## config.mk

```make
export PLATFORM = sky130hd
export DESIGN_NAME = mac_sequencer
export DESIGN_NICKNAME = d
export VERILOG_FILES = /design/src/rtl/mac_sequencer.sv
export SDC_FILE = /design/constraint.sdc
export NUM_CORES = 1
export LEC_CHECK = 0
export CAP_MARGIN = 40
export CORE_ASPECT_RATIO = 0.5
export CORE_MARGIN = 2
export CORE_UTILIZATION = 40
export CTS_CLUSTER_DIAMETER = 60
export CTS_CLUSTER_SIZE = 12
export DETAILED_ROUTE_END_ITERATION = 7
export GPL_ROUTABILITY_DRIVEN = 0
export GPL_TIMING_DRIVEN = 0
export PLACE_DENSITY = 0.65
export SYNTH_ARGS = -nofsm -noshare
export SYNTH_HDL_FRONTEND = slang
export SYNTH_SLANG_ARGS = --single-unit
```

## constraint.sdc

```tcl
create_clock -name clk -period 3.9 [get_ports clk]
set_input_delay 0.975 -clock clk [delete_from_list [all_inputs] [get_ports clk]]
set_output_delay 0.975 -clock clk [all_outputs]
set_load 0.05 [all_outputs]
```

## src/rtl/mac_sequencer.sv

```systemverilog
// mac_sequencer: sequences a length-N unsigned dot product through an external
// registered 8x8 multiplier (product valid the cycle after mul_en).
// Operands arrive as a byte stream a0,b0,a1,b1,... on a valid/ready port; the
// accumulated sum leaves on a valid/ready result port together with an
// overflow flag.
// Optional build macro: MAC_SEQ_SATURATE_EN -- when defined, an accumulator
// carry-out clamps the sum to all ones instead of wrapping.
module mac_sequencer #(
  parameter int LEN_W = 4,
  parameter int ACC_W = 20
) (
  input  logic             clk,
  input  logic             reset,
  input  logic             start,
  input  logic [LEN_W-1:0] len,
  input  logic             in_valid,
  output logic             in_ready,
  input  logic [7:0]       in_data,
  output logic [7:0]       mul_a,
  output logic [7:0]       mul_b,
  output logic             mul_en,
  input  logic [15:0]      mul_p,
  output logic             out_valid,
  input  logic             out_ready,
  output logic [ACC_W-1:0] out_data,
  output logic             ovf,
  output logic             busy
);

  // The product must fit inside the accumulator.
  if (ACC_W < 16) begin : g_acc_w_check
    $error("mac_sequencer: ACC_W must be >= 16");
  end

  typedef enum logic [2:0] {
    S_IDLE,
    S_LOAD_A,
    S_LOAD_B,
    S_MUL,
    S_ACC,
    S_DONE
  } state_t;

  state_t             state_reg;
  logic [ACC_W-1:0]   acc_reg;
  logic               ovf_reg;
  logic [LEN_W-1:0]   count_reg;
  logic [7:0]         mul_a_reg;
  logic [7:0]         mul_b_reg;
  logic               out_valid_reg;
  logic [ACC_W-1:0]   out_data_reg;

  // One extra bit catches the carry-out of the accumulation.
  logic [ACC_W:0]     sum;
  assign sum = {1'b0, acc_reg} + {{(ACC_W - 15){1'b0}}, mul_p};

  // Handshake strobes are pure state decodes, so neither in_valid nor
  // out_ready can reach an output combinationally.
  assign in_ready  = (state_reg == S_LOAD_A) || (state_reg == S_LOAD_B);
  assign mul_en    = (state_reg == S_MUL);
  assign busy      = (state_reg != S_IDLE);
  assign mul_a     = mul_a_reg;
  assign mul_b     = mul_b_reg;
  assign out_valid = out_valid_reg;
  assign out_data  = out_data_reg;
  assign ovf       = ovf_reg;

  // Sequencer: load A, load B, fire the multiplier, accumulate, repeat.
  always_ff @(posedge clk) begin
    if (reset) begin
      state_reg     <= S_IDLE;
      acc_reg       <= '0;
      ovf_reg       <= 1'b0;
      count_reg     <= '0;
      mul_a_reg     <= '0;
      mul_b_reg     <= '0;
      out_valid_reg <= 1'b0;
      out_data_reg  <= '0;
    end else begin
      case (state_reg)
        S_IDLE: begin
          if (start) begin
            acc_reg   <= '0;
            ovf_reg   <= 1'b0;
            count_reg <= len;
            if (len == '0) state_reg <= S_DONE;
            else           state_reg <= S_LOAD_A;
          end
        end
        S_LOAD_A: begin
          if (in_valid) begin
            mul_a_reg <= in_data;
            state_reg <= S_LOAD_B;
          end
        end
        S_LOAD_B: begin
          if (in_valid) begin
            mul_b_reg <= in_data;
            state_reg <= S_MUL;
          end
        end
        S_MUL: begin
          // Operands are held here; the multiplier captures them this edge.
          state_reg <= S_ACC;
        end
        S_ACC: begin
`ifdef MAC_SEQ_SATURATE_EN
          // Once clamped, any further nonzero product carries out again,
          // so the accumulator stays at all ones for the rest of the job.
          if (sum[ACC_W]) acc_reg <= '1;
          else            acc_reg <= sum[ACC_W-1:0];
`else
          acc_reg <= sum[ACC_W-1:0];
`endif
          if (sum[ACC_W]) ovf_reg <= 1'b1;
          count_reg <= count_reg - 1'b1;
          if (count_reg == LEN_W'(1)) state_reg <= S_DONE;
          else                        state_reg <= S_LOAD_A;
        end
        S_DONE: begin
          // First DONE cycle publishes the result; it is then held until taken.
          if (!out_valid_reg) begin
            out_valid_reg <= 1'b1;
            out_data_reg  <= acc_reg;
          end else if (out_ready) begin
            out_valid_reg <= 1'b0;
            state_reg     <= S_IDLE;
          end
        end
        default: state_reg <= S_IDLE;
      endcase
    end
  end

endmodule

```

==> key figures <==
Yosys
  – Avg Synthesized Cell Area: 7.81 um2
  – Post-synth EDFFs: 0
  – Asr flop ratio synth: 0%
  – Yosys warns: 0
  – Area of the mapped netlist: 0.00340 mm2
  – Seq cells post-synth: 65
  – Ys flop type: dfxtp_1
  – Count of cell types in the netlist: 55
  – Register area share after synthesis: 38.3%
  – Post-Syn Instances: 435
  – Net Count, Synth: 487

STA
  – Setup skew after layout: 0.00700 ns
  – Max Freq: 0.324 GHz
  – Setup violators final: 0
  – RSZ-0062 raised after global routing: false
  – Min Hold Slack: 0.453 ns
  – Slew headroom: 42.5%
  – Setup TNS: 0 ns
  – Slew Limit Fails: 0
  – Worst Max-Slew Pin Slew: 0.854 ns
  – Hold Violations, Final: 0
  – Final setup margin: 0.809 ns
  – Tcrit/Tclk final: 79.3%
  – Min Tclk post-route: 3.09 ns

Worst setup path
  – Worst Path Max Fanout: 4
  – Reg2Reg Depth: 8
  – R2r endpoint: acc_reg[18]
  – Cell chain of the critical path: clkdlybuf4s50_1, ha_1, fa_1, a21oi_1, o21ai_1, o21ai_1, o21ai_2, nand4_1, mux2_2
  – CP Launch Point: mul_p[0]
  – Critical path capture point: acc_reg[18]
  – CP dominant cell by count: o21ai_1
  – Reg2reg start: acc_reg[0]
  – Crit path largest cell delay: 0.43 ns
  – Critical Path Stages: 9
  – Worst path required time: 4.12 ns
  – Flop2flop setup slack: 1.57 ns
  – Kind of critical path: in -> reg
  – Arr. time, crit path: 3.31 ns
  – Crit path capture type: flip-flop
  – CP Launch Type: input port
  – Slowest stage cell, crit path: fa_1
  – Delay-heaviest family, CP: compound AO/OA/AOI/OAI gates
  – Worst path bufs/invs: 1

Clock network
  – TritonCTS Buffers: 9
  – Clock latency on the worst-skew pair: 0.33 ns
  – CTS tree: yes
  – CTS clk-pin slew, worst paths: 0.06 ns
  – Max Buffers Root-to-Sink: 2
  – CTS sink count: 65
  – Cts hold-fix bufs: 0
  – Clock root buffer: clkbuf_16
  – Post-CTS setup buffer count: 0
  – H-Tree Depth: 3
  – CTS resizes: 0

Finish
  – N_diodes: 0
  – Fin nets: 570
  – Share of cells above drive strength 1: 6.69%
  – Synth-to-Final Area Change: 33.6%
  – Filler cells: 785

GRT
  – Vias in the first global route: 3067
  – GRT overflow: 0
  – GRT Util Overall: 19.5%
  – First-pass GRT wire length: 14.4 mm
  – Antenna violations before repair: 0
  – Largest net degree at the start of global routing: 14

Route
  – WL/cell: 13.7 um
  – TritonRoute pass-1 iters: 5
  – Iteration-0 DRC Markers: 192
  – WL final: 8.73 mm
  – Remaining antenna violation count after routing: 0
  – Vias: 3260
  – Via-to-Cell Ratio: 5.13
  – Drt drc: 0

Run status
  – Outcome: completed

Floorplan
  – Die span in x: 134 um
  – CORE AREA: 0.00812 mm2
  – Die Span Y: 69.2 um
  – Placement row count: 23
  – Ports: 74
  – Die area: 0.00929 mm2
  – Initial Util: 41.9%

Place
  – Buffers on Ports: 72
  – Final HPWL DP: 6.26 mm
  – Setup WS pre-CTS: 0.445 ns

Pwr
  – Worst vdd ir: 0.000253 V
  – Pwr Total: 0.00180 W
  – PD cells: 396 mW/mm2
  – Leakage power: 1.67 nW

Job
  – Max_cap viols: 0

Min path
  – Hold Path Depth: 2
  – Worst min path class: reg -> reg
-- logic make-up after synthesis --
kind of cell / Yosys count / synth area share (%)
DFF: 65 / 38.3
xor gates and xnor gates: 11 / 2.84
AOI/OAI and AO/OA: 116 / 20.0
muxes: 11 / 3.31
and+or+nand+nor: 179 / 24.0
buffers and inverters: 34 / 4.34
adders and majority gates: 19 / 7.22
-- layout make-up --
cell class                      instances  area [um2]  area share (%)
Sequential cell                        65        1300            28.7
Timing Repair Buffer                   72         721            15.9
Multi-Input combinational cell        336        1950            42.9
Buffer                                 28         125            2.76
Clock inverter                          7        56.3            1.24
Tap cell                              112         140            3.09
Inverter                                6        22.5           0.496
Clock buffer                            9         225            4.96
-- cells in the final DEF (no fill, tap or decap), types with 3 or more instances in the layout --
| cell type | Yosys | routed |
|---|---|---|
| nand2_1 | 94 | 94 |
| clkdlybuf4s50_1 | 0 | 72 |
| dfxtp_1 | 65 | 65 |
| a21oi_1 | 63 | 63 |
| nor2_1 | 33 | 33 |
| clkbuf_1 | 19 | 19 |
| o21ai_0 | 18 | 18 |
| ha_1 | 18 | 18 |
| nand3_1 | 12 | 12 |
| mux2i_1 | 9 | 9 |
| clkbuf_16 | 0 | 9 |
| xnor2_1 | 8 | 8 |
| buf_2 | 7 | 7 |
| nor3_1 | 6 | 6 |
| inv_1 | 6 | 6 |
| nand4_1 | 6 | 6 |
| a21o_1 | 4 | 4 |
| or3_1 | 4 | 4 |
| nand3b_1 | 3 | 3 |
| o21ai_1 | 3 | 3 |
| nand2b_1 | 3 | 3 |
| o21a_1 | 3 | 3 |
| o21bai_1 | 3 | 3 |
| a32oi_1 | 3 | 3 |
| xor2_1 | 3 | 3 |
| a22oi_1 | 3 | 3 |
| clkinvlp_4 | 0 | 3 |
-- Yosys cell counts (2+ instances only) --
master	instances	share of area, %
nand2_1	94	10
dfxtp_1	65	38
a21oi_1	63	9.3
nor2_1	33	3.6
clkbuf_1	19	2.1
ha_1	18	6.6
o21ai_0	18	2.7
nand3_1	12	1.8
mux2i_1	9	2.7
xnor2_1	8	2.1
buf_2	7	1.0
inv_1	6	0.66
nand4_1	6	1.1
nor3_1	6	0.88
a21o_1	4	0.88
or3_1	4	0.74
a22oi_1	3	0.66
a32oi_1	3	0.77
nand2b_1	3	0.55
nand3b_1	3	0.66
o21a_1	3	0.66
o21ai_1	3	0.44
o21bai_1	3	0.66
xor2_1	3	0.77
a32o_1	2	0.59
and2_1	2	0.37
mux2_2	2	0.66
nor3b_1	2	0.44
o211ai_1	2	0.44
o21ai_2	2	0.52
o221ai_1	2	0.52
or2_2	2	0.37
-- worst min-delay path by stage --
stage	start	endpoint	slack, ns
after floorplan	acc_reg[11]	out_data[11]	0.45
after global placement	mul_a[2]	mul_a[2]	0.44
after detailed placement	out_data[8]	out_data[8]	0.45
after CTS	out_data[8]	out_data[8]	0.45
after global routing	out_data[1]	out_data[1]	0.48
final	out_data[10]	out_data[10]	0.45
-- tightest hold or removal path, delay by kind of cell (launching register included) --
kind             cells  cell delay, ns
flip-flops           1            0.30
AO/OA/AOI/OAI        1            0.05
AND/OR/NAND/NOR      1            0.05
-- per-layer routing --
| layer | track usage (%) | part of all wire, % | wire [um] | vias to the layer above |
|---|---|---|---|---|
| met4 | 3.98 | 0.65 | 57 | 0 |
| met1 | 25.1 | 48 | 4230 | 1499 |
| met3 | 7.02 | 5.9 | 518 | 4 |
| li1 | - | - | - | 1691 |
| met2 | 31.6 | 45 | 3920 | 66 |
| met5 | 0 | 0 | 0 | - |
-- where the power goes --
part | internal, W | switching, W
Sequential | 0.000687 | 0.0000198
Clock | 0.000435 | 0.000321
Combinational | 0.000127 | 0.000207
-- stage by stage --
stage | utilization (%) | cells | instance area (um2)
finish | 56.0 | 635 | 4540
global route | 56.0 | 635 | 4540
CTS | 56.0 | 635 | 4540
detailed placement | 52.5 | 619 | 4260
global placement | 52.5 | 619 | 4260
floorplan | - | 435 | 3400
Note: power is estimated with default switching activity, not from simulation.
